## config.mk

```make
export PLATFORM = sky130hd
export DESIGN_NAME = cordic_lin_mac
export DESIGN_NICKNAME = d
export VERILOG_FILES = /design/src/rtl/cordic_lin_mac.sv
export SDC_FILE = /design/constraint.sdc
export NUM_CORES = 1
export LEC_CHECK = 0
export ABC_AREA = 1
export CAP_MARGIN = 20
export CORE_MARGIN = 3
export CORE_UTILIZATION = 59
export DETAILED_ROUTE_END_ITERATION = 10
export HOLD_SLACK_MARGIN = 0.05
export PLACE_DENSITY = 0.87
export SYNTH_ARGS = -nofsm -noshare
export SYNTH_HDL_FRONTEND = slang
export SYNTH_SLANG_ARGS = --single-unit
```

## constraint.sdc

```tcl
create_clock -name clk -period 8.8 [get_ports clk]
set_input_delay 0.88 -clock clk [delete_from_list [all_inputs] [get_ports clk]]
set_output_delay 0.88 -clock clk [all_outputs]
set_load 0.05 [all_outputs]
```

## src/rtl/cordic_lin_mac.sv

```systemverilog
// ============================================================================
//  Module      : cordic_lin_mac
//  Description : Linear-mode CORDIC multiply-accumulate, y_out = y_in + x_in*z_in,
//                one iteration per clock with a valid/ready handshake each side.
//  Revision    : 1.0 - initial release
// ============================================================================
`timescale 1ns/1ps
`default_nettype none

module cordic_lin_mac #(
    parameter int WIDTH = 15,
    parameter int FRAC  = 12,
    parameter int ITER  = 12
) (
    input  logic             clk,
    input  logic             rst_n,
    input  logic             in_valid,
    output logic             in_ready,
    input  logic [WIDTH:0]   x_in,
    input  logic [WIDTH:0]   z_in,
    input  logic [WIDTH:0]   y_in,
    output logic             out_valid,
    input  logic             out_ready,
    output logic [WIDTH:0]   y_out,
    output logic [WIDTH:0]   z_res
);

    localparam int             c_IW  = $clog2(ITER + 1);
    localparam logic [WIDTH:0] c_ONE = (WIDTH + 1)'(1) << FRAC;

    typedef enum logic [1:0] {
        S_IDLE = 2'd0,
        S_RUN  = 2'd1,
        S_DONE = 2'd2
    } state_t;

    state_t          r_state;
    state_t          w_next;
    logic            r_live;
    logic [c_IW-1:0] r_i;
    logic [WIDTH:0]  r_x;
    logic [WIDTH:0]  r_y;
    logic [WIDTH:0]  r_z;

    logic            w_accept;
    logic            w_last;
    logic            w_dpos;
    logic [WIDTH:0]  w_xsh;
    logic [WIDTH:0]  w_step;
    logic [WIDTH:0]  w_ynext;
    logic [WIDTH:0]  w_znext;

    // Sum is formed one bit wider; the true sign replaces bit WIDTH (wrap, no saturation).
    function automatic logic [WIDTH:0] f_addsub(input logic [WIDTH:0] a,
                                                input logic [WIDTH:0] b,
                                                input logic           sub);
        logic [WIDTH+1:0] s;
        if (sub)
            s = {a[WIDTH], a} - {b[WIDTH], b};
        else
            s = {a[WIDTH], a} + {b[WIDTH], b};
        return {s[WIDTH+1], s[WIDTH-1:0]};
    endfunction

    assign w_accept = (r_state == S_IDLE) && r_live && in_valid;
    assign w_last   = (r_i == c_IW'(ITER - 1));
    assign w_dpos   = ~r_z[WIDTH];
    assign w_xsh    = $signed(r_x) >>> r_i;
    assign w_step   = c_ONE >> r_i;
    assign w_ynext  = f_addsub(r_y, w_xsh,  ~w_dpos);
    assign w_znext  = f_addsub(r_z, w_step,  w_dpos);

    always_ff @(posedge clk or negedge rst_n) begin
        if (!rst_n) begin
            r_state <= S_IDLE;
        end else begin
            r_state <= w_next;
        end
    end

    always_comb begin
        w_next    = r_state;
        in_ready  = 1'b0;
        out_valid = 1'b0;
        case (r_state)
            S_IDLE: begin
                in_ready = r_live;
                if (w_accept) w_next = S_RUN;
            end
            S_RUN: begin
                if (w_last) w_next = S_DONE;
            end
            S_DONE: begin
                out_valid = 1'b1;
                if (out_ready) w_next = S_IDLE;
            end
            default: w_next = S_IDLE;
        endcase
    end

    // r_live keeps in_ready low until the first clock after reset release.
    always_ff @(posedge clk or negedge rst_n) begin
        if (!rst_n) begin
            r_live <= 1'b0;
            r_i    <= '0;
            r_x    <= '0;
            r_y    <= '0;
            r_z    <= '0;
        end else begin
            r_live <= 1'b1;
            if (w_accept) begin
                r_x <= x_in;
                r_y <= y_in;
                r_z <= z_in;
                r_i <= '0;
            end else if (r_state == S_RUN) begin
                r_y <= w_ynext;
                r_z <= w_znext;
                r_i <= r_i + c_IW'(1);
            end
        end
    end

    assign y_out = r_y;
    assign z_res = r_z;

endmodule

`default_nettype wire

```

==> metrics.md, run 1 <==
| Metric | Value |
|---|---|
| Status | finished clean |
| Tightest Pin Transition | 0.7362 ns |
| Crit Reg-Reg Endpoint | z_res[15] |
| Setup-failing EPs final | 0 |
| Hold Fails Final Rpt | 0 |
| Synthesis-to-finish area growth | 17.40% |
| Main combinational cell family by area after synthesis | simple AND/OR/NAND/NOR gates |
| Die Wd | 100.7 um |
| Hold Path Sink | r_x[3] |
| H-tree depth | 2 |
| Count leader, synth | nand2_1 |
| Register bit count reported by yosys | 55 |
| Crit path top cell by count | nand2_1 |
| Postcts setup bufs | 0 |
| # hold bufs at CTS | 0 |
| GRT Residual Overflow | 0 |
| Synthesized net count | 868 |
| RSZ-0062 raised after global routing | no |
| Critical Path Sink Type | flip-flop |
| Largest net degree at the start of global routing | 56 |
| Max-cap viol count | 0 |
| Synth Warn # | 0 |
| Sequential cell area fraction in the yosys report | 26.04% |
| CTS sink count | 55 |
| Drt wl/cell | 15.30 um |
| Max incr delay on CP | 0.66 ns |
| CORE AREA | 8464 um2 |
| R2R depth | 23 |
| Remaining DRCs | 0 |
| Reg-to-reg slack, setup | 4.48 ns |
| Util after Layout | 73.32% |
| Post-synth EDFFs | 0 |
| Crit path time final | 4.319 ns |
| Gpl congestion | 0.9038 |
| Main flop type after synthesis | dfrtp_1 |
| FILL cells | 698 |
| Initial antenna violation count | 0 |
| Worst Skew | 0.01494 ns |
| Layout cells sized above 1 | 8.066% |
| Detailed Route Iter0 Violations | 362 |
| Synth area leader | dfrtp_1 |
| CP startpoint kind | flip-flop |
| Die area | 10130 um2 |
| Initial Utilization | 62.45% |
| Worst path arrival time | 4.51 ns |
| Hold Path Cell Cnt | 2 |
| Relative slew slack | 50.92% |
| Vias per Instance | 5.676 |
| Hold Crit Class | reg -> reg |
| Post-synth top cells | nand2_1 (222), nand3_1 (71), o21ai_0 (67) |
| Total GRT Usage | 29.38% |
| CTS tree | done |
| Total number of vias | 5381 |
| Post-synthesis async set-or-reset flop share | 100.0% |
| Vias in the first global route | 5282 |
| Post-CTS resize count | 0 |
| Critical path class | reg -> reg |
| First-pass GRT wire length | 24460 um |
| Post-synthesis mux area share | 0% |
| Worst r2r src | r_i[1] |
| Drt first pass iters | 5 |
| Mapped Area | 5286 um2 |
| WL final | 14510 um |
| Simple-Gate Fraction of Synth Area | 33.82% |
| CP delay by family, top | simple AND/OR/NAND/NOR gates |
| Top area cells in the synthesized netlist | dfrtp_1 (26%), nand2_1 (16%), ha_1 (9.2%), nand3_1 (6.7%), o21ai_0 (6.3%) |
| Final Max Slew Viols | 0 |
| Top cell type's share of synthesized area | 26.04% |
| Worst skew pair latency | 0.32 ns |
| Slowest stage cell, crit path | dfrtp_1 |
| Mapped Cells | 775 |
| Nets | 935 |
| CTS Buf Count | 5 |
| CP max FO | 19 |
| Post-synthesis compound-gate area fraction | 15.81% |
| Fin Setup TNS | 0 ns |
| CP Data Required Time | 9.00 ns |
| Die Ht | 100.7 um |
| Hold Startpoint | r_x[3] |
| Worst path bufs/invs | 4 |
| Clock transition at path regs | 0.12 ns |
| Post-route ant nets | 0 |
| Inserted Diodes | 0 |
| Crit path cell chain | inv_4 > ha_1 > inv_1 > nor3_1 > inv_1 > ha_1 > nand3_1 > nor2_1 > nand2_1 > nand2_1 > xor2_1 > ha_1 > nand2_1 > o21ai_0 > a21oi_1 > o21ai_0 > nand2_1 > inv_1 > or2_2 > nand3_1 > nand2_1 > nor2_1 > o22ai_1 |
| Site Rows | 33 |
| IO Port Bufs | 85 |
| Post-DP HPWL | 11100 um |
| Mean Syn Cell Area | 6.821 um2 |
| Xor and xnor area share after synthesis | 5.467% |
| Io pins | 86 |
| Clk root buf | clkbuf_8 |
| Fmax achieved | 231.5 MHz |
| Netlist cell types | 52 |
| Tcrit/Tclk final | 49.08% |
| Clk buf depth | 2 |
| Adder-Cell Fraction of Synth Area | 9.988% |
==> metal layers <==
metal	vias up	wire [um]	GRT usage, %
met1	2456	6419	38.30
met5	-	0	0
met4	0	269	8.187
met2	194	6917	50.84
li1	2706	-	-
met3	25	899	3.945
==> tightest hold or removal path: cells and delay by family (launching register included) <==
kind	cells	cell delay, ns
flops	1	0.39
simple gates	2	0.11
==> state kept, by name, summed over array words and instances, names as in the netlist <==
name / flops
r_state: 2
r_x: 16
y_out: 16
r_i: 4
z_res: 16
r_live: 1
==> cell families (layout without fill, tap and decap cells) <==
group                    Yosys count  in the layout
AO/OA/AOI/OAI                    147            147
XOR/XNOR                          33             33
AND/OR/NAND/NOR                  396            396
other                              1              1
flip-flops                        55             55
buffers and inverters            102            170
adder cells (fa/ha/maj)           41             41
==> layout by cell type, fill, tap and decap left out, types with 25 or more instances in the layout <==
cell type | Yosys | layout
nand2_1 | 222 | 222
clkdlybuf4s50_1 | 0 | 84
nand3_1 | 71 | 71
o21ai_0 | 67 | 67
inv_1 | 62 | 62
dfrtp_1 | 55 | 55
a21oi_1 | 43 | 43
nor2_1 | 42 | 42
ha_1 | 39 | 39
xor2_1 | 25 | 25
==> final cells by class <==
cell class              instances  area [um2]  share of cell area [%]
flip-flops and latches         55        1376                   22.18
multi-input cells             618        3445                   55.50
repair buffers                 91       890.9                   14.35
inverters                      71       274.0                   4.415
clock buffers                   5       68.82                   1.109
well taps                     105       131.4                   2.117
clock inverters                 3       20.02                  0.3226
==> how the worst max path moves through the flow <==
stage	startpoint	to	cells past startpoint
final	r_i[1]	z_res[15]	23
after global routing	r_i[1]	z_res[12]	20
after CTS	r_i[1]	z_res[12]	20
after detailed placement	r_i[1]	z_res[12]	20
after global placement	r_i[1]	z_res[12]	20
after floorplan	r_i[1]	z_res[12]	22
==> metrics by stage <==
step                worst slack [ns]  hold slack (ns)  area, um2  cells
finish                         4.481           0.5242       6206    948
floorplan                      5.227           0.4492       5286    775
global route                   3.941           0.5535       6206    948
CTS                            4.508           0.5202       6206    948
detailed placement             4.523           0.4910       6117    940
global placement               4.713           0.4712       6117    940
Power of run 1 is not shown: default switching activity piles up to over one toggle a cycle in this logic, so the estimate is an artifact.
==> run 2, diff against run 1 <==
--- a/config.mk
+++ b/config.mk
@@ -8,10 +8,10 @@
 export ABC_AREA = 1
 export CAP_MARGIN = 20
 export CORE_MARGIN = 3
-export CORE_UTILIZATION = 59
+export CORE_UTILIZATION = 50
 export DETAILED_ROUTE_END_ITERATION = 10
 export HOLD_SLACK_MARGIN = 0.05
-export PLACE_DENSITY = 0.87
+export PLACE_DENSITY = 0.78
 export SYNTH_ARGS = -nofsm -noshare
 export SYNTH_HDL_FRONTEND = slang
 export SYNTH_SLANG_ARGS = --single-unit
==> constraint.sdc (replaced) <==
create_clock -name clk -period 3.5 [get_ports clk]
set_input_delay 0.35 -clock clk [delete_from_list [all_inputs] [get_ports clk]]
set_output_delay 0.35 -clock clk [all_outputs]
set_load 0.05 [all_outputs]
==> metrics.md, run 2 (same netlist as run 1, synthesis figures left out) <==
| Metric | Value |
|---|---|
| Remaining DRCs | 0 (unchanged) |
| Hold Fails Final Rpt | 0 (unchanged) |
| Critical Path Sink Type | flip-flop |
| Slowest stage cell, crit path | dfrtp_2 |
| # placed instances | 1002 (+6.6%) |
| Post-route ant nets | 0 (unchanged) |
| Largest net degree at the start of global routing | 46 (-18%) |
| Dpl ws | -0.1840 ns (-4.707 ns) |
| CORE AREA | 10040 um2 (+19%) |
| Tcrit/Tclk final | 100.2% (+51 points) |
| CTS tree | done |
| Worst r2r src | r_i[0] |
| Die Wd | 108.8 um (+8.1%) |
| Layout cells sized above 1 | 24.83% (+17 points) |
| Failing checks | negative setup slack |
| Vias per Instance | 5.575 (-1.8%) |
| Clk root buf | clkbuf_8 |
| Total GRT Usage | 25.11% (-4.3 points) |
| Crit. Startpoint | r_i[0] |
| H-tree depth | 2 (unchanged) |
| Commonest non-fill, non-tap cell in the layout | nand2_1 |
| Hold Startpoint | r_x[0] |
| Crit path cell chain | clkinv_4 > buf_4 > nand2_2 > nand3_2 > nand3_2 > nand2_2 > nand2_2 > and3_4 > buf_4 > nand2_4 > o31ai_4 > xor2_1 > ha_1 > inv_2 > o21bai_1 > a21boi_2 > nand2_2 > a21oi_2 > o21ai_1 > nor2_1 > o21ai_1 > o211ai_1 > nand2_1 |
| Critical path class | reg -> reg |
| RSZ-0062 raised after global routing | yes |
| Worst path arrival time | 3.72 ns (-0.79 ns) |
| Final setup margin | -0.006474 ns (-4.487 ns) |
| First-pass GRT wire length | 24250 um (-0.85%) |
| Die Ht | 108.8 um (+8.1%) |
| Max incr delay on CP | 0.50 ns (-0.16 ns) |
| Worst skew pair latency | 0.33 ns (about the same) |
| GRT Residual Overflow | 0 (unchanged) |
| Worst Skew | 0.01581 ns (+0.0008656 ns) |
| Gpl congestion | 0.9319 (+3.1%) |
| Detailed Route Iter0 Violations | 343 (-5.2%) |
| Status | complete, but fails checks |
| Inserted Diodes | 0 (unchanged) |
| IO Port Bufs | 85 (unchanged) |
| CP startpoint kind | flip-flop |
| Tightest Pin Transition | 0.6652 ns (-0.07102 ns) |
| Nets | 990 (+5.9%) |
| WL final | 15880 um (+9.4%) |
| Initial antenna violation count | 0 (unchanged) |
| Final Max Slew Viols | 0 (unchanged) |
| Most frequent cells in the layout | nand2_1 (204), clkdlybuf4s50_1 (84), nand3_1 (61) |
| Final Non-Filler Cells | 1031 (+8.8%) |
| Clk buf depth | 2 (unchanged) |
| Post-DP HPWL | 11250 um (+1.3%) |
| Drt first pass iters | 4 (-1) |
| Synthesis-to-finish area growth | 38.30% |
| Relative slew slack | 55.60% (+4.7 points) |
| Fmax achieved | 285.2 MHz (+23%) |
| Vias in the first global route | 5277 (-0.095%) |
| Drt wl/cell | 15.40 um (+0.63%) |
| CP Data Required Time | 3.72 ns (-5.28 ns) |
| Site Rows | 36 (+9.1%) |
| Crit path top cell by count | nand2_2 |
| CTS Buf Count | 5 (unchanged) |
| Io pins | 86 (unchanged) |
| Initial Utilization | 52.63% (-9.8 points) |
| Total number of vias | 5748 (+6.8%) |
| Clock transition at path regs | 0.11 ns (about the same) |
| CTS sink count | 55 (unchanged) |
| CP max FO | 5 (-14) |
| Crit path time final | 3.506 ns (-0.8130 ns) |
| Max-cap viol count | 0 (unchanged) |
| Die area | 11840 um2 (+17%) |
| Hold Crit Class | reg -> reg |
| Setup-failing EPs final | 1 (+1) |
[run 2: changes by cell type in the layout (fill, tap and decap cells not counted), sizes merged]
cell	previous run	this run
clkinv	1	2
clkinvlp	2	1
dlygate4sd3	0	1
clkbuf	5	6
buf	7	60
[run 2: routing by layer]
metal	vias up	track usage [%]	wire, um
li1	2826	-	-
met1	2693	32.30	6846
met2	198	43.47	7709
met3	31	3.967	928
met4	0	7.394	392
met5	-	0	0
[run 2: final cells by class]
type	instances	area [um2]
clock buffer	6	82.58
timing repair inverter	1	6.256
multi-input combinational	618	4041
clock inverter	2	16.27
fill	754	2734
sequential	55	1379
tap	133	166.4
timing repair buffer	145	1343
inverter	71	276.5
[run 2: final timing paths]
check	slack, ns	end	cells after the start
max	-0.006	y_out[14]	23
max in group asynchronous	2.04	r_i[1]	3
min reg2reg	0.50	r_x[0]	2
max reg2reg	-0.006	y_out[14]	23
min	0.50	r_x[0]	2
min in group asynchronous	0.55	z_res[9]	2
[run 2: critical path: cells and delay by family (launching register included)]
family | cells | cell delay (ns)
fa+ha+maj | 1 | 0.29
simple gates | 10 | 0.97
flops | 1 | 0.50
xor+xnor | 1 | 0.22
compound gates | 7 | 0.97
buf+inv | 4 | 0.45
[run 2: metrics by stage]
| stage | instance area [um2] | utilization (%) | TNS, ns | hold slack, ns |
|---|---|---|---|---|
| 3_5_place_dp | 6425 | 63.96 | -0.4904 | 0.3699 |
| 3_3_place_gp | 6425 | 63.96 | 0 | 0.3665 |
| 4_1_cts | 6584 | 65.55 | 0 | 0.5038 |
| 2_1_floorplan | 5291 | - | 0 | 0.05441 |
| 6_report | 7311 | 72.78 | -0.006474 | 0.5015 |
| 5_1_grt | 7311 | 72.78 | -1.180 | 0.5333 |
[run 2: repair_timing]
action | CTS | global route
setup buffers | 2 | 17
endpoints found under the setup margin | 7 | 19
endpoints found under the hold margin | 22 | 0
gates cloned | 0 | 1
pin swaps | 5 | 63
gates resized for setup | 16 | 147
hold buffers | 1 | 0
Power of run 2 is left out for the same reason.
==> run 3, diff against run 2 <==
--- a/config.mk
+++ b/config.mk
@@ -8,10 +8,10 @@
 export ABC_AREA = 1
 export CAP_MARGIN = 20
 export CORE_MARGIN = 3
-export CORE_UTILIZATION = 50
+export CORE_UTILIZATION = 49
 export DETAILED_ROUTE_END_ITERATION = 10
 export HOLD_SLACK_MARGIN = 0.05
-export PLACE_DENSITY = 0.78
+export PLACE_DENSITY = 0.77
 export SYNTH_ARGS = -nofsm -noshare
 export SYNTH_HDL_FRONTEND = slang
 export SYNTH_SLANG_ARGS = --single-unit
==> metrics.md, run 3 (same netlist as run 1, synthesis figures left out) <==
| Metric | Value |
|---|---|
| Status | finished clean |
| Most frequent cells in the layout | nand2_1 (196), clkdlybuf4s50_1 (84), nand3_1 (60) |
| Worst Skew | 0.01104 ns (-0.004773 ns) |
| Slowest stage cell, crit path | dfrtp_2 |
| Detailed Route Iter0 Violations | 396 (+15%) |
| H-tree depth | 2 (unchanged) |
| Crit path top cell by count | nand2_2 |
| IO Port Bufs | 85 (unchanged) |
| Clock transition at path regs | 0.12 ns (about the same) |
| Crit path time final | 3.463 ns (-0.04375 ns) |
| Worst skew pair latency | 0.33 ns (about the same) |
| Drt first pass iters | 6 (+2) |
| WL final | 16140 um (+1.7%) |
| Critical path class | reg -> reg |
| Final Max Slew Viols | 0 (unchanged) |
| Die Ht | 109.9 um (+0.96%) |
| Drt wl/cell | 15.53 um (+0.88%) |
| Total number of vias | 5821 (+1.3%) |
| Synthesis-to-finish area growth | 38.08% |
| Nets | 995 (+0.51%) |
| Commonest non-fill, non-tap cell in the layout | nand2_1 |
| Tcrit/Tclk final | 98.94% (-1.2 points) |
| Total GRT Usage | 25.28% (+0.17 points) |
| CP delay by family, top | simple AND/OR/NAND/NOR gates |
| CP max FO | 10 (+5) |
| GRT Residual Overflow | 0 (unchanged) |
| Clk buf depth | 2 (unchanged) |
| Hold Fails Final Rpt | 0 (unchanged) |
| CTS tree | done |
| Setup-failing EPs final | 0 (-1) |
| FILL cells | 824 (+9.3%) |
| Crit path cell chain | buf_12 > inv_16 > nand2_4 > nand3_4 > nand3_2 > nand2_2 > nand2_2 > and3_4 > ha_4 > nand3_4 > nor2_4 > a21oi_2 > xnor2_1 > ha_1 > a21oi_1 > a21boi_2 > nand2_2 > buf_6 > buf_4 > nand3_1 > nand2_1 > xor2_1 > nor2_1 > o21ai_1 |
| Inserted Diodes | 0 (unchanged) |
| Relative slew slack | 41.25% (-14 points) |
| Fin Setup TNS | 0 ns (+0.006474 ns) |
| Vias in the first global route | 5508 (+4.4%) |
| Clk root buf | clkbuf_8 |
| Fmax achieved | 288.8 MHz (+1.3%) |
| CP Data Required Time | 3.73 ns (about the same) |
| Global route hottest layer | met2 |
| Tightest Pin Transition | 0.8812 ns (+0.2160 ns) |
| Post-DP HPWL | 11200 um (-0.48%) |
| Crit Reg-Reg Endpoint | y_out[10] |
| Reg-to-reg slack, setup | 0.04 ns (+0.04 ns) |
| Critical Path Sink Type | flip-flop |
| First-pass GRT wire length | 24700 um (+1.9%) |
| CTS Buf Count | 5 (unchanged) |
| R2R depth | 24 (+4.3%) |
| Layout cells sized above 1 | 25.47% (+0.64 points) |
| Worst r2r src | r_i[0] |
| Max incr delay on CP | 0.51 ns (about the same) |
| Vias per Instance | 5.603 (+0.49%) |
| CP startpoint kind | flip-flop |
| Initial Utilization | 50.75% (-1.9 points) |
| Post-route ant nets | 0 (unchanged) |
| Area of the multi-input gates | 3965 um2 (-1.9%) |
| Gpl congestion | 0.9225 (-1.0%) |
| Io pins | 86 (unchanged) |
| Global routing usage on met1 | 31.07% (-1.2 points) |
| Max-cap viol count | 0 (unchanged) |
| Largest net degree at the start of global routing | 46 (unchanged) |
| Seq. cell area | 1379 um2 (unchanged) |
| RSZ-0062 raised after global routing | yes |
| CTS sink count | 55 (unchanged) |
| Crit. path cell count | 24 (+4.3%) |
| M2 GR Usage | 45.15% (+1.7 points) |
| Hold Crit Class | in -> async |
| Initial antenna violation count | 0 (unchanged) |
| Worst path arrival time | 3.69 ns (-0.03 ns) |
| Die Wd | 109.9 um (+0.96%) |
| Site Rows | 37 (+2.8%) |
| CORE AREA | 10420 um2 (+3.7%) |
| Remaining DRCs | 0 (unchanged) |
| Grt met3 use | 2.936% (-1.0 points) |
| Worst path bufs/invs | 4 (unchanged) |
| Die area | 12070 um2 (+1.9%) |
==> run 3: cell types whose count changed in the layout (fill, tap and decap cells not counted), moves of 4 or more <==
| cell | before | now |
|---|---|---|
| ha_1 | 26 | 33 |
| inv_2 | 15 | 11 |
| nand2_2 | 29 | 33 |
| nor2_2 | 12 | 8 |
| ha_4 | 11 | 2 |
| nand2_1 | 204 | 196 |
| buf_4 | 53 | 58 |
| nand2_4 | 6 | 10 |
| inv_1 | 53 | 57 |
| o21ai_0 | 45 | 39 |
| o21ai_2 | 8 | 13 |
==> run 3: through the flow <==
stage          instance area [um2]  cells  worst slack (ns)  hold WS [ns]  utilization [%]
2_1_floorplan                 5291    775          0.009578       0.05441                -
3_3_place_gp                  6431   1007          0.008582        0.4779            61.74
6_report                      7300   1039           0.03727        0.1220            70.08
4_1_cts                       6631   1021          -0.01751        0.1460            63.66
3_5_place_dp                  6431   1007           -0.1222        0.4844            61.74
5_1_grt                       7300   1039           -0.2599        0.1621            70.08
==> run 3: layer usage <==
metal | vias to the layer above | share of wire, % | wire length [um]
met2 | 212 | 51 | 8301
met5 | - | 0 | 0
met4 | 0 | 3.0 | 481
met3 | 49 | 5.4 | 868
li1 | 2828 | - | -
met1 | 2732 | 40 | 6489
==> run 3: worst max path at each step <==
stage	startpoint	end	slack, ns
2_1_floorplan	r_i[1]	z_res[12]	0.01
3_3_place_gp	r_i[0]	y_out[15]	0.009
3_5_place_dp	r_i[0]	y_out[14]	-0.12
4_1_cts	r_i[0]	y_out[14]	-0.02
5_1_grt	r_i[0]	y_out[10]	-0.26
6_report	r_i[0]	y_out[10]	0.04
==> run 3: worst register-to-register path: stages (launching register included) <==
cell and delay [ns]:
dfrtp_2 0.51, buf_12 0.16, inv_16 0.05, nand2_4 0.07, nand3_4 0.09, nand3_2 0.08
nand2_2 0.07, nand2_2 0.07, and3_4 0.20, ha_4 0.15, nand3_4 0.08, nor2_4 0.18
a21oi_2 0.09, xnor2_1 0.14, ha_1 0.26, a21oi_1 0.19, a21boi_2 0.19, nand2_2 0.12
buf_6 0.14, buf_4 0.12, nand3_1 0.06, nand2_1 0.06, xor2_1 0.14, nor2_1 0.10
o21ai_1 0.06
==> run 3: cell type report <==
cell class	instances	area share (%)
multi-input combinational	618	54.32
timing repair buffer	150	18.99
sequential	55	18.89
inverter	71	3.977
tap	136	2.331
clock buffer	5	0.9427
clock inverter	3	0.3942
timing repair inverter	1	0.1543
==> run 3: what timing repair did <==
item	in CTS	in global routing
gates resized for setup	21	154
hold buffers	0	0
setup buffers	5	18
gates cloned	1	1
pin swaps	7	73
endpoints found under the setup margin	8	19
Power of run 3 is left out for the same reason.
